[src/rtl/fifo_wr_arb_if.sv]
// Bus between the two-requester write arbiter and the FIFO write port.
// master: the arbiter side; slave: the requesters and the FIFO.
interface fifo_wr_arb_if #(
   parameter int DATA_W = 8
);
   logic              req0;
   logic              req1;
   logic [DATA_W-1:0] data0;
   logic [DATA_W-1:0] data1;
   logic              gnt0;
   logic              gnt1;
   logic              ack0;
   logic              ack1;
   logic              wr_rst_busy;
   logic              full;
   logic              almost_full;
   logic              fifo_wr_en;
   logic [DATA_W-1:0] fifo_wr_data;
   logic              busy;
   logic [15:0]       beats0;
   logic [15:0]       beats1;

   modport master (
      input  req0, req1, data0, data1, wr_rst_busy, full, almost_full,
      output gnt0, gnt1, ack0, ack1, fifo_wr_en, fifo_wr_data, busy, beats0, beats1
   );

   modport slave (
      output req0, req1, data0, data1, wr_rst_busy, full, almost_full,
      input  gnt0, gnt1, ack0, ack1, fifo_wr_en, fifo_wr_data, busy, beats0, beats1
   );
endinterface

[src/rtl/fifo_wr_arb.sv]
// Round-robin arbiter giving two requesters bursts of up to BURST_LEN beats on a FIFO write port.
// Optional per-requester beat statistics are enabled by defining FIFO_WR_ARB_STAT_EN.
module fifo_wr_arb #(
   parameter int BURST_LEN = 16,
   parameter int DATA_W    = 8
) (
   input logic            sys_clk,
   input logic            rst,
   fifo_wr_arb_if.master  bus
);
   typedef enum logic {
      IDLE = 1'b0,
      XFER = 1'b1
   } state_t;

   localparam logic [8:0] LAST_BEAT = 9'(BURST_LEN - 1);

   state_t            state, state_nxt;
   logic              gnt_idx, gnt_idx_nxt;
   logic              last_gnt, last_gnt_nxt;
   logic [8:0]        beat_cnt, beat_cnt_nxt;
   logic [1:0]        gnt_q, gnt_nxt;
   logic              req_g;
   logic [DATA_W-1:0] data_g;
   logic              wr;

   assign req_g  = gnt_idx ? bus.req1 : bus.req0;
   assign data_g = gnt_idx ? bus.data1 : bus.data0;

   // Reset forces state to IDLE at once, so the write strobe drops with rst.
   assign wr = (state == XFER) & req_g & ~bus.full & ~bus.wr_rst_busy;

   always_comb begin
      // NOTE: every signal gets its hold value first so no path can infer a latch.
      state_nxt    = state;
      gnt_idx_nxt  = gnt_idx;
      last_gnt_nxt = last_gnt;
      beat_cnt_nxt = beat_cnt;
      case (state)
         IDLE: begin
            if (!bus.wr_rst_busy && (bus.req0 || bus.req1)) begin
               state_nxt    = XFER;
               gnt_idx_nxt  = (bus.req0 && bus.req1) ? ~last_gnt : bus.req1;
               beat_cnt_nxt = '0;
            end
         end
         XFER: begin
            if (!req_g) begin
               state_nxt    = IDLE;
               last_gnt_nxt = gnt_idx;
            end else if (wr) begin
               beat_cnt_nxt = beat_cnt + 9'd1;
               if (beat_cnt == LAST_BEAT || bus.almost_full) begin
                  state_nxt    = IDLE;
                  last_gnt_nxt = gnt_idx;
               end
            end
         end
      endcase
      gnt_nxt = (state_nxt == XFER) ? (gnt_idx_nxt ? 2'b10 : 2'b01) : 2'b00;
   end

   always_ff @(posedge sys_clk or posedge rst) begin
      // NOTE: state registers use non-blocking assignments so every flop samples pre-edge values.
      if (rst) begin
         state    <= IDLE;
         gnt_idx  <= 1'b0;
         last_gnt <= 1'b1;
         beat_cnt <= '0;
         gnt_q    <= 2'b00;
      end else begin
         state    <= state_nxt;
         gnt_idx  <= gnt_idx_nxt;
         last_gnt <= last_gnt_nxt;
         beat_cnt <= beat_cnt_nxt;
         gnt_q    <= gnt_nxt;
      end
   end

   assign bus.gnt0         = gnt_q[0];
   assign bus.gnt1         = gnt_q[1];
   assign bus.ack0         = wr & ~gnt_idx;
   assign bus.ack1         = wr & gnt_idx;
   assign bus.fifo_wr_en   = wr;
   assign bus.fifo_wr_data = wr ? data_g : '0;
   assign bus.busy         = (state == XFER);

`ifdef FIFO_WR_ARB_STAT_EN
   logic [15:0] beats0_q, beats1_q;

   // Saturating write counters, cleared only by rst.
   always_ff @(posedge sys_clk or posedge rst) begin
      if (rst) begin
         beats0_q <= '0;
         beats1_q <= '0;
      end else begin
         if (wr && !gnt_idx && beats0_q != 16'hFFFF) beats0_q <= beats0_q + 16'd1;
         if (wr && gnt_idx && beats1_q != 16'hFFFF) beats1_q <= beats1_q + 16'd1;
      end
   end

   assign bus.beats0 = beats0_q;
   assign bus.beats1 = beats1_q;
`else
   assign bus.beats0 = '0;
   assign bus.beats1 = '0;
`endif
endmodule

[src/flat_wrapper.sv]
// flat-port wrapper written by rule: the top's interface ports become plain ports
module fifo_wr_arb_flat 
#(
   parameter int BURST_LEN = 16,
   parameter int DATA_W    = 8
)
  (sys_clk, rst, bus_req0, bus_req1, bus_data0, bus_data1, bus_wr_rst_busy, bus_full, bus_almost_full, bus_gnt0, bus_gnt1, bus_ack0, bus_ack1, bus_fifo_wr_en, bus_fifo_wr_data, bus_busy, bus_beats0, bus_beats1);
  fifo_wr_arb_if #(.DATA_W(DATA_W)) bus_i ();
  input logic sys_clk;
  input logic rst;
  input wire logic [$bits(bus_i.req0)-1:0] bus_req0;
  input wire logic [$bits(bus_i.req1)-1:0] bus_req1;
  input wire logic [$bits(bus_i.data0)-1:0] bus_data0;
  input wire logic [$bits(bus_i.data1)-1:0] bus_data1;
  input wire logic [$bits(bus_i.wr_rst_busy)-1:0] bus_wr_rst_busy;
  input wire logic [$bits(bus_i.full)-1:0] bus_full;
  input wire logic [$bits(bus_i.almost_full)-1:0] bus_almost_full;
  output wire logic [$bits(bus_i.gnt0)-1:0] bus_gnt0;
  output wire logic [$bits(bus_i.gnt1)-1:0] bus_gnt1;
  output wire logic [$bits(bus_i.ack0)-1:0] bus_ack0;
  output wire logic [$bits(bus_i.ack1)-1:0] bus_ack1;
  output wire logic [$bits(bus_i.fifo_wr_en)-1:0] bus_fifo_wr_en;
  output wire logic [$bits(bus_i.fifo_wr_data)-1:0] bus_fifo_wr_data;
  output wire logic [$bits(bus_i.busy)-1:0] bus_busy;
  output wire logic [$bits(bus_i.beats0)-1:0] bus_beats0;
  output wire logic [$bits(bus_i.beats1)-1:0] bus_beats1;
  assign bus_i.req0 = bus_req0;
  assign bus_i.req1 = bus_req1;
  assign bus_i.data0 = bus_data0;
  assign bus_i.data1 = bus_data1;
  assign bus_i.wr_rst_busy = bus_wr_rst_busy;
  assign bus_i.full = bus_full;
  assign bus_i.almost_full = bus_almost_full;
  assign bus_gnt0 = bus_i.gnt0;
  assign bus_gnt1 = bus_i.gnt1;
  assign bus_ack0 = bus_i.ack0;
  assign bus_ack1 = bus_i.ack1;
  assign bus_fifo_wr_en = bus_i.fifo_wr_en;
  assign bus_fifo_wr_data = bus_i.fifo_wr_data;
  assign bus_busy = bus_i.busy;
  assign bus_beats0 = bus_i.beats0;
  assign bus_beats1 = bus_i.beats1;
  fifo_wr_arb #(.BURST_LEN(BURST_LEN), .DATA_W(DATA_W)) u_core (.sys_clk(sys_clk), .rst(rst), .bus(bus_i));
endmodule
[config.mk]
export PLATFORM = sky130hd
export DESIGN_NAME = fifo_wr_arb_flat
export DESIGN_NICKNAME = d
export VERILOG_FILES = /design/src/rtl/fifo_wr_arb_if.sv /design/src/rtl/fifo_wr_arb.sv /design/src/flat_wrapper.sv
export SDC_FILE = /design/constraint.sdc
export NUM_CORES = 1
export LEC_CHECK = 0
export BUFFER_PORTS_ARGS = -buffer_cell sky130_fd_sc_hd__buf_2
export CAP_MARGIN = 20
export CORE_MARGIN = 10
export CORE_UTILIZATION = 46
export DETAILED_ROUTE_END_ITERATION = 8
export MAX_ROUTING_LAYER = met4
export PLACE_DENSITY = 0.85
export SLEW_MARGIN = 25
export SYNTH_ARGS = -nofsm -noshare
export SYNTH_HDL_FRONTEND = slang
export SYNTH_SLANG_ARGS = --single-unit
[constraint.sdc]
create_clock -name sys_clk -period 3.4 [get_ports sys_clk]
set_input_delay 0.17 -clock sys_clk [delete_from_list [all_inputs] [get_ports sys_clk]]
set_output_delay 0.17 -clock sys_clk [all_outputs]
set_load 0.1 [all_outputs]
# Word-level counts from Yosys, hierarchy flattened
# Index checks and enable logic that the tools add are counted.
# word_totals
regBits,14
in_bits,23
out_inout_bits,46
wordCells,49
# op_classes
addsub,1
n_eq_ne,6
mux,20
bitwise_logic,10
n_reduce_logical,7
# ops
op,count
9-bit two-way mux,3
9-bit one-hot mux with 2 select lines,1
8-bit two-way mux,2
1-bit two-way mux,11
"9-bit by 1-bit adder with 9-bit output, second input constant",1
"9-bit by 4-bit == test with 1-bit output, second input constant",1
"2-bit inequality test, second input constant",4
3-bit AND reduction,2
1-bit bitwise AND,5
1-bit inverter,5
2-bit two-way mux,2
1-bit logical AND,2
1-bit logical OR,2
"2-bit by 1-bit inequality test with 1-bit output, second input constant",1
1-bit one-hot mux with 2 select lines,1
1-bit zero test,1

# Logic depth before layout (Yosys ltp)
# depth
depth_word,8
ltp_mapped,5
depth_no_buf,5

# Worst setup path after synthesis
# OpenSTA, ideal clock, no wires.
# synth_timing
path_kind,flip-flop to output port
startpoint,register u_core.state (netlist: u_core.bus.busy)
endpoint,output bus_ack0
arrival_time_ns,3.556
required_time_ns,3.230
path_slack_ns,-0.326
path_stages_with_launch,5
path_buffers,2
path_cell_list,dfrtp_1 > nand3_4 > buf_6 > buf_2 > nor3_1
# synth_via
elab_chain_len,4
# synth_lines
item,line_no,rtl
from (decl),fifo_wr_arb.sv:18,"state_t state, state_nxt;"
from (signal assigned),fifo_wr_arb.sv:72,state <= state_nxt;
1-bit bitwise AND (3 in a row),fifo_wr_arb.sv:31,assign wr = (state == XFER) & req_g & ~bus.full & ~bus.wr_rst_busy;
1-bit bitwise AND,fifo_wr_arb.sv:82,assign bus.ack0 = wr & ~gnt_idx;
to (decl),flat_wrapper.sv:20,output wire logic [$bits(bus_i.ack0)-1:0] bus_ack0;
# Every way passes these cells.

# Worst setup path after layout
# layout_timing
startpoint,register u_core.gnt_idx
endpoint,output bus_fifo_wr_data[7]
# layout_via
elab_chain_len,5
word_cells_on_any_way,6
cone_classes,3 x mux; 3 x bitwise
# layout_lines
item,line_no,rtl
from (decl),fifo_wr_arb.sv:19,"logic gnt_idx, gnt_idx_nxt;"
from (signal assigned),fifo_wr_arb.sv:73,gnt_idx <= gnt_idx_nxt;
1-bit two-way mux,fifo_wr_arb.sv:27,assign req_g = gnt_idx ? bus.req1 : bus.req0;
1-bit bitwise AND (3 in a row),fifo_wr_arb.sv:31,
8-bit two-way mux *,fifo_wr_arb.sv:85,assign bus.fifo_wr_data = wr ? data_g : '0;
to (decl),flat_wrapper.sv:23,output wire logic [$bits(bus_i.fifo_wr_data)-1:0] bus_fifo_wr_data;
# Mark *: on every way between the ends. The rest lies on a longest branch, timed or not.

==> reports/results.md <==
| Step | Metric | This run |
| --- | --- | --- |
| clock tree | # resized after CTS | 0 |
| grt | Antenna violations before repair | 0 |
| power and ir drop | Largest vdd supply drop | 541 uV |
| timing | Max-slew violation count | 0 |
| route | Via count normalized by instance count | 5.04 |
| synth | Largest family of logic cells by synthesized area | buffers and inverters |
| worst setup path | Type of origin of the critical path | flop |
| clock tree | CTS root buf | clkbuf_4 |
| final layout | Fin cells | 194 |
| synth | FF+latch count, synth | 14 |
| clock tree | Clock tree from TritonCTS | yes |
| final layout | Share of post-route cells with drive strength above 1 | 26.5% |
| timing | Post-layout minimum cycle time | 2.37 ns |
| synth | Number of warnings printed during yosys synthesis | 0 |
| grt | Vias in the first global route | 1,064 |
| route | Highest metal layer with signal wires | met4 |
| timing | Sum of negative setup slack | 0 ns |
| route | Met2 wire length | 1350 um |
| worst setup path | Kind of end point of the critical path | output port |
| grt | Total global routing track utilization | 11.9% |
| clock tree | CTS H-tree lvls | 1 |
| clock tree | Bufs on Longest Clock Path | 2 |
| synth | Share of synthesized area occupied by flip-flops and latches | 31.4% |
| synth | Parity-gate share of the synthesized area counting xor and xnor cells | 0% |
| worst setup path | Worst EP required | 3.23 ns |
| timing | Number of endpoints failing setup at the final stage | 0 |
| clock tree | Clock Sinks | 14 |
| synth | Share of synthesized cell area in full adder, half adder and majority cells | 1.12% |
| floorplanning | FP Rows | 17 |
| route | Total Routed Length | 2920 um |
| timing | Final clock period utilization by the worst path | 69.6% |
| route | M1 WL | 1290 um |
| min path | Hold/Removal Path Class | input pin to flop |
| placement | Gpl congestion | 0.790 |
| clock tree | Number of buffers inserted by hold repair at cts | 1 |
| placement | Post-Place Cells | 189 |
| grt | Residual overflow from global routing | 0 |
| placement | DP Wirelength | 2420 um |
| route | Routed length per placed instance | 15.0 um |
| worst setup path | R2r setup slk | 1.48 ns |
| grt | Pin count of the biggest net entering global routing | 25 |
| worst setup path | Data arrival at the endpoint of the critical path | 2.20 ns |
| route | Drt pass-1 iters | 4 |
| floorplanning | Die boundary height | 69.3 um |
| floorplanning | Horizontal extent of the die | 69.3 um |
| final layout | Final antenna diode count | 0 |
| power and ir drop | P per Cell Area | 781 nW/um2 |
| worst setup path | Worst Setup Path Type | flop to output port |
| power and ir drop | Leakage Power | 0.684 nW |
| floorplanning | Initial cell density of the core | 49.2% |
| final layout | Total number of nets in the final design | 191 |
| clock tree | Register clock-pin slew on the reported worst setup and hold paths | 0.09 ns |
| timing | Max-slew headroom at the worst pin | 54.8% |
| synth | Mux cell area share after synthesis | 9.39% |
| route | Residual antenna-violating net count after detailed routing | 0 |
| final layout | Layout overhead on the synthesized area | 9.61% |
| synth | Synthesized area | 1120 um2 |
| timing | Setup repair after global routing missed its margin | false |
| power and ir drop | Power, Total | 959 uW |
| final layout | Number of fill cells in the layout | 235 |
| timing | Fin. Hold Viols | 0 |
| floorplanning | Floorplan die area | 4810 um2 |
| synth | Post-synthesis area per instance | 8.61 um2 |
| timing | Skew final | 0.00504 ns |
| clock tree | Clock latency on the worst-skew pair | 0.30 ns |
| route | Via Count | 978 |
| clock tree | Post-CTS setup-driven buffer insertion count | 0 |
| timing | Maximum operating frequency | 423 MHz |
| worst setup path | Maximum fanout encountered on the critical timing path | 24 |
| synth | Number of unique standard cell types used by synthesis | 37 |
| route | First DRT Iteration DRCs | 36 |
| synth | Simple logic cell fraction of the synthesized area | 20.4% |
| route | Residual DRC | 0 |
| flow run | Max-cap viol count | 0 |
| synth | Complex-gate fraction of the synthesized area | 12.0% |
| clock tree | Number of clock buffers inserted by TritonCTS | 3 |
| floorplanning | Number of top-level pins | 69 |
| status | Outcome | completed |
| timing | Slew at the pin with the worst max-slew slack | 0.673 ns |
| placement | Port Buffers | 36 |
| floorplanning | Placeable core region | 2280 um2 |
| synth | Cells after synthesis | 130 |
| grt | Global-route wire length before repair | 4710 um |
| route | Wire length on met3 | 231 um |
-- final cells by class --
class	count	area (um2)	area share (%)
tap	28	35.0	2.85
multi-input combinational	106	606	49.3
inverter	5	18.8	1.53
sequential	14	352	28.6
timing repair buffer	37	190	15.5
clock buffer	4	26.3	2.14
-- per-layer routing --
layer  vias up  GRT usage (%)
li1        465              -
met1       448           12.9
met2        57           18.8
met3         8           4.71
met4         0           5.10
met5         -              -
-- stage by stage --
step | hold slack, ns | instance area, um2 | util [%] | setup WS [ns]
after detailed placement | 0.242 | 1190 | 52.3 | 1.34
after global placement | 0.217 | 1190 | 52.3 | 1.39
after CTS | 0.153 | 1230 | 53.9 | 1.00
final | 0.158 | 1230 | 53.9 | 1.03
after global routing | 0.183 | 1230 | 53.9 | 0.870
after floorplan | 0.0585 | 1240 | - | 0.432
-- final timing paths --
kind                            cells after the start          startpoint                   to
worst min register to register                      1  u_core.beat_cnt[8]   u_core.beat_cnt[8]
worst max-delay path                                4      u_core.gnt_idx  bus_fifo_wr_data[7]
min in group asynchronous                           3                 rst      u_core.gnt_q[1]
worst max register to register                      4      u_core.gnt_idx   u_core.beat_cnt[5]
worst min-delay path                                2            bus_req0       u_core.gnt_idx
max in group asynchronous                           3                 rst      u_core.last_gnt
-- critical path, stage by stage (launching register included) --
cell and delay, ns:
dfrtp_1 0.70, mux2_4 0.28, nand3_4 0.23, nor2_1 0.23
buf_2 0.45
-- cells by family (layout without fill, tap and decap cells) --
kind of cell | count (synthesis) | count (layout)
compound gates | 18 | 18
fa+ha+maj | 1 | 1
buf+inv | 41 | 46
flops | 14 | 14
mux | 10 | 10
other cells | 1 | 32
simple gates | 45 | 45
-- power breakdown --
group | leakage, nW | total [mW] | internal [mW] | switching (mW)
clock | 0.0150 | 0.106 | 0.0458 | 0.0599
sequential | 0.180 | 0.315 | 0.221 | 0.0938
combinational | 0.489 | 0.538 | 0.121 | 0.417
-- cells in the final DEF, fill, tap and decap left out, drive strengths merged, types with 3 or more instances in the layout --
cell	instances
buf	36
clkbuf	4
conb	32
dfrtp	13
inv	5
mux2i	9
nand2	9
nand3	10
nor2	13
nor3	3
o21ai	4
-- cells in the mapped netlist --
library cell	n	area, um2
buf_4	32	240
dfrtp_1	13	325
nor2_1	13	48.8
mux2i_1	9	90.1
nand2_1	9	33.8
nand3_1	9	45.0
inv_1	4	15.0
nor3_1	3	15.0
a21o_1	2	15.0
a22o_1	2	17.5
buf_2	2	10.0
nand4_1	2	12.5
o21ai_0	2	10.0
o21ai_1	2	10.0
o311ai_1	2	17.5
o41ai_1	2	17.5
or2_1	2	12.5
a21oi_1	1	5.00
a31o_1	1	8.76
a31oi_1	1	6.26
a32o_1	1	10.0
and3_1	1	6.26
and4_1	1	8.76
buf_1	1	3.75
buf_6	1	11.3
conb_1	1	3.75
dfstp_2	1	26.3
ha_1	1	12.5
inv_2	1	3.75
mux2_4	1	15.0
nand2b_1	1	6.26
nand3_4	1	17.5
nand4b_1	1	8.76
nor2b_1	1	6.26
o211ai_1	1	7.51
o221ai_1	1	8.76
or4_1	1	7.51
-- sequential cells by signal, indices dropped and copies added, names as in the netlist --
signal / flops
u_core.beat_cnt: 9
u_core.gnt_q: 2
u_core.bus.busy: 1
u_core.gnt_idx: 1
u_core.last_gnt: 1
Note: power is estimated with default switching activity, not from simulation.
